<file path="src/rtl/vending_machine_if.sv">
// ============================================================================
// Module      : vending_machine_if
// Description : Request/response bundle between a buyer and vending_machine.
// Revision    : 1.0 - initial release
// ============================================================================
`default_nettype none

interface vending_machine_if;
    logic [1:0] Tag;
    logic [2:0] count;
    logic [3:0] money;
    logic       possibility;
    logic [3:0] remainingMoney;

    modport master (
        output Tag,
        output count,
        output money,
        input  possibility,
        input  remainingMoney
    );

    modport slave (
        input  Tag,
        input  count,
        input  money,
        output possibility,
        output remainingMoney
    );
endinterface

`default_nettype wire

</file>
<file path="src/rtl/vending_machine.sv">
// ============================================================================
// Module      : vending_machine
// Description : Evaluates a purchase each time the {Tag,count,money} tuple
//               changes; VM_STOCK_EN adds per-product stock counters.
// Revision    : 1.0 - initial release
// ============================================================================
`default_nettype none

module vending_machine (
    input  wire logic          clk,
    input  wire logic          reset,
    vending_machine_if.slave   bus
);

    localparam logic [2:0] STOCK_INIT = 3'd7;

    typedef enum logic [0:0] {
        IDLE = 1'b0,
        EVAL = 1'b1
    } state_t;

    state_t     state_q;
    logic [1:0] tag_q;
    logic [2:0] count_q;
    logic [3:0] money_q;
    logic       possibility_q;
    logic [3:0] remaining_q;

    logic [2:0] price;
    logic [4:0] cost;
    logic       stock_ok;
    logic       accept;
    logic       tuple_changed;
    logic [3:0] remaining_d;

    assign price         = {1'b0, bus.Tag} + 3'd1;
    assign cost          = {2'b00, price} * {2'b00, bus.count};
    assign tuple_changed = ({bus.Tag, bus.count, bus.money} != {tag_q, count_q, money_q});
    assign accept        = (bus.count != 3'd0) && ({1'b0, bus.money} >= cost) && stock_ok;
    // cost[4] is necessarily 0 whenever accept holds, so the low nibble is exact
    assign remaining_d   = accept ? (bus.money - cost[3:0]) : bus.money;

`ifdef VM_STOCK_EN
    logic [2:0] stock_q [4];

    assign stock_ok = (bus.count <= stock_q[bus.Tag]);

    always_ff @(posedge clk) begin
        if (reset) begin
            for (int i = 0; i < 4; i++) begin
                stock_q[i] <= STOCK_INIT;
            end
        end else if (tuple_changed && accept) begin
            stock_q[bus.Tag] <= stock_q[bus.Tag] - bus.count;
        end
    end
`else
    assign stock_ok = 1'b1;
`endif

    always_ff @(posedge clk) begin
        if (reset) begin
            state_q       <= IDLE;
            tag_q         <= 2'd0;
            count_q       <= 3'd0;
            money_q       <= 4'd0;
            possibility_q <= 1'b0;
            remaining_q   <= 4'd0;
        end else begin
            case (state_q)
                IDLE, EVAL: begin
                    if (tuple_changed) begin
                        state_q       <= EVAL;
                        tag_q         <= bus.Tag;
                        count_q       <= bus.count;
                        money_q       <= bus.money;
                        possibility_q <= accept;
                        remaining_q   <= remaining_d;
                    end else begin
                        state_q       <= IDLE;
                    end
                end
                default: state_q <= IDLE;
            endcase
        end
    end

    assign bus.possibility    = possibility_q;
    assign bus.remainingMoney = remaining_q;

endmodule

`default_nettype wire

</file>
<file path="src/flat_wrapper.sv">
// flat-port wrapper written by rule: the top's interface ports become plain ports
module vending_machine_flat 
  (clk, reset, bus_Tag, bus_count, bus_money, bus_possibility, bus_remainingMoney);
  vending_machine_if bus_i ();
  input  wire logic clk;
  input  wire logic reset;
  input wire logic [$bits(bus_i.Tag)-1:0] bus_Tag;
  input wire logic [$bits(bus_i.count)-1:0] bus_count;
  input wire logic [$bits(bus_i.money)-1:0] bus_money;
  output wire logic [$bits(bus_i.possibility)-1:0] bus_possibility;
  output wire logic [$bits(bus_i.remainingMoney)-1:0] bus_remainingMoney;
  assign bus_i.Tag = bus_Tag;
  assign bus_i.count = bus_count;
  assign bus_i.money = bus_money;
  assign bus_possibility = bus_i.possibility;
  assign bus_remainingMoney = bus_i.remainingMoney;
  vending_machine u_core (.clk(clk), .reset(reset), .bus(bus_i));
endmodule
</file>
<file path="config.mk">
export PLATFORM = sky130hd
export DESIGN_NAME = vending_machine_flat
export DESIGN_NICKNAME = d
export VERILOG_FILES = /design/src/rtl/vending_machine_if.sv /design/src/rtl/vending_machine.sv /design/src/flat_wrapper.sv
export SDC_FILE = /design/constraint.sdc
export NUM_CORES = 1
export LEC_CHECK = 0
export ABC_AREA = 1
export ABC_CLOCK_PERIOD_IN_PS = 4400
export CAP_MARGIN = 20
export CORE_MARGIN = 5
export CORE_UTILIZATION = 50
export DETAILED_ROUTE_END_ITERATION = 6
export PLACE_DENSITY = 0.75
export SLEW_MARGIN = 10
export SYNTH_ARGS = -nofsm -noshare
export SYNTH_HDL_FRONTEND = slang
export SYNTH_SLANG_ARGS = --single-unit
</file>
<file path="constraint.sdc">
create_clock -name clk -period 4.4 [get_ports clk]
set_input_delay 0.88 -clock clk [delete_from_list [all_inputs] [get_ports clk]]
set_output_delay 0.88 -clock clk [all_outputs]
set_load 0.1 [all_outputs]
</file>
==> impl_metrics.json <==
{
  "end_kind": "flop",
  "final_common_cell": "nand2_1",
  "layout_common_cells": "32 x nand2_1, 25 x inv_1, 15 x clkdlybuf4s50_1",
  "clockRootBuffer": "clkbuf_4",
  "wl_per_cell_um": 10.4,
  "yosysTopAreaCell": "dfxtp_1",
  "hold_start": "u_core.bus.possibility",
  "seq_area_frac_synth_pct": 28.0,
  "setup-violations-final": 0,
  "synth_warnings": 0,
  "status": "finished clean",
  "core_area_mm2": 0.00194,
  "rr_startpoint": "u_core.count_q[2]",
  "yosysUniqueCellTypes": 22,
  "cp_num_buf_inv": 3,
  "dieHeight_um": 54.8,
  "numCtsBuffers": 3,
  "cp_data_arrival_time_ns": 4.01,
  "ir_drop_uv": 258,
  "nets": 181,
  "drtPass1Iterations": 4,
  "required_ns": 4.62,
  "crit_family": "adder cells",
  "diodes": 0,
  "htreeDepth": 1,
  "cts_setup_buffers": 0,
  "final_max_slew_viol_count": 0,
  "clock_skew_ns": 0.000716,
  "hold_path_depth": 2,
  "vias_per_cell": 4.62,
  "slowest_delay_ns": 0.51,
  "dp_hpwl_um": 1600,
  "rows": 16,
  "holdBufCountCts": 0,
  "max-cap-violations": 0,
  "die_area_mm2": 0.00300,
  "grt_max_degree": 13,
  "die_x_um": 54.8,
  "cp_cell_sequence": "clkdlybuf4s50_1, ha_1, nand2_1, inv_1, fa_1, ha_1, inv_1, fa_1, ha_1, a21oi_1, nand2_1, nand2_2, nand2_1, nand2_1, nand2_1, a21oi_2",
  "synth_area_per_cell_um2": 7.16,
  "start_util_pct": 51.6,
  "synth_top_area_share_pct": 28.0,
  "fmax_mhz": 264,
  "drive_gt1_share_pct": 15.2,
  "critical_path_class": "in2reg",
  "nFillCells": 180,
  "p_per_area_mw_per_mm2": 353,
  "critPathSlowestCell": "clkdlybuf4s50_1",
  "r2r_slack_ns": 3.23,
  "holdPathEnd": "u_core.bus.possibility",
  "synthTopCellsByArea": "dfxtp_1 28%, nand2_1 12%, ha_1 10%",
  "vias": 855,
  "r2r_end": "u_core.bus.remainingMoney[0]",
  "synthCells": 140,
  "gp_congestion": 0.853,
  "r2r_cells": 9,
  "cts_tree": "yes",
  "fin_area_mm2": 0.00121,
  "min_period_over_period_pct": 86.2,
  "syn2layout_area_growth_pct": 20.8,
  "rsz0062_at_grt": "false",
  "utilization_pct": 62.4,
  "cts.sinks": 14,
  "crit_top_cell": "nand2_1",
  "clockBufferDepth": 2,
  "grt_pass1_wl_um": 3370,
  "synth_nets": 162,
  "hp-class": "reg2reg",
  "grt_pass1_vias": 856,
  "grt.overflow.total": 0,
  "antenna_found_initial": 0,
  "syn_area_mm2": 0.00100,
  "slew_headroom_pct": 34.7,
  "drc": 0,
  "numPortBuffers": 15,
  "p_leak_nw": 0.636,
  "cts-resized-gates": 0,
  "worst_pin_slew_ns": 0.977,
  "drtIter0Drc": 19,
  "boundaryPins": 16,
  "fin_setup_tns_ns": 0,
  "clkLatencyLatePin_ns": 0.28,
  "clk_pin_slew_ns": 0.08,
  "final_antenna_net_count": 0,
  "synth_seq_cells": 14,
  "hold_viol_final": 0,
  "crit_path_max_fanout": 7,
  "grt_usage_pct": 15.8,
  "critPathLaunchType": "primary input",
  "fin_crit_ns": 3.79,
  "routed_wirelength_um": 1930,
  "postPlaceCellArea_mm2": 0.00117,
  "multi_input_area_um2": 593,
  "register_area_um2": 280
}
## cells in the mapped netlist (all sizes together)
| master | number |
|---|---|
| ha | 8 |
| nor2 | 16 |
| or2 | 2 |
| a21oi | 7 |
| clkinv | 1 |
| nand3 | 7 |
| dfxtp | 14 |
| nand2 | 39 |
| xnor2 | 6 |
| fa | 3 |
| buf | 1 |
| nand4 | 1 |
| o21ai | 5 |
| inv | 30 |
## power by group
part,leakage (nW),internal (mW),switching [mW]
Combinational,0.498,0.0614,0.128
Sequential,0.117,0.139,0.00629
Clock,0.0210,0.0504,0.0427
## tightest hold or removal path, cell delays in order, from the launching register on
cell     delay, ns
dfxtp_1       0.32
nand2_1       0.07
a21oi_2       0.05
## stage by stage
step	instances	hold slack [ns]	power [mW]	setup slack [ns]
5_1_grt	185	0.494	0.456	0.394
3_5_place_dp	181	0.468	0.338	0.305
4_1_cts	185	0.478	0.432	0.601
2_1_floorplan	140	0.676	0.294	1.04
6_report	185	0.474	0.428	0.608
3_3_place_gp	181	0.458	0.334	0.387
## sequential cells by signal, indices dropped and copies added, names as in the netlist
register and cells:
u_core.money_q 4, u_core.bus.remainingMoney 4, u_core.count_q 3, u_core.tag_q 2, u_core.bus.possibility 1
## layer usage
metal,global-route usage (%),part of all wire (%),up-vias
li1,-,-,456
met5,0,0,-
met2,27.6,50,9
met3,1.63,1.3,4
met4,8.71,2.2,0
met1,18.6,46,386
## area by class of cell
| cell class | instances | share of cell area, % |
|---|---|---|
| multi-input combinational | 94 | 49.0 |
| sequential | 14 | 23.1 |
| timing repair buffer | 15 | 12.4 |
| inverter | 31 | 9.71 |
| clock buffer | 4 | 3.00 |
| tap | 27 | 2.79 |
## worst max-delay path by stage
| stage | from | endpoint | cells past startpoint |
|---|---|---|---|
| 6_report | bus_Tag[0] | u_core.bus.remainingMoney[3] | 16 |
| 4_1_cts | bus_Tag[0] | u_core.bus.remainingMoney[3] | 16 |
| 3_5_place_dp | bus_Tag[0] | u_core.bus.possibility | 15 |
| 5_1_grt | bus_Tag[0] | u_core.bus.remainingMoney[3] | 16 |
| 3_3_place_gp | bus_Tag[0] | u_core.bus.remainingMoney[0] | 15 |
| 2_1_floorplan | bus_Tag[0] | u_core.bus.remainingMoney[3] | 15 |
## cells by family (layout without fill, tap and decap cells)
family | count (synthesis) | after routing | share of synthesized area [%]
AND/OR/NAND/NOR | 65 | 65 | 31.2
AO/OA/AOI/OAI | 12 | 12 | 6.74
XOR/XNOR | 6 | 6 | 5.24
buffers and inverters | 32 | 50 | 12.9
adder cells (fa/ha/maj) | 11 | 11 | 16.0
flip-flops | 14 | 14 | 28.0
No activity file was read; power rests on OpenSTA's default activity.
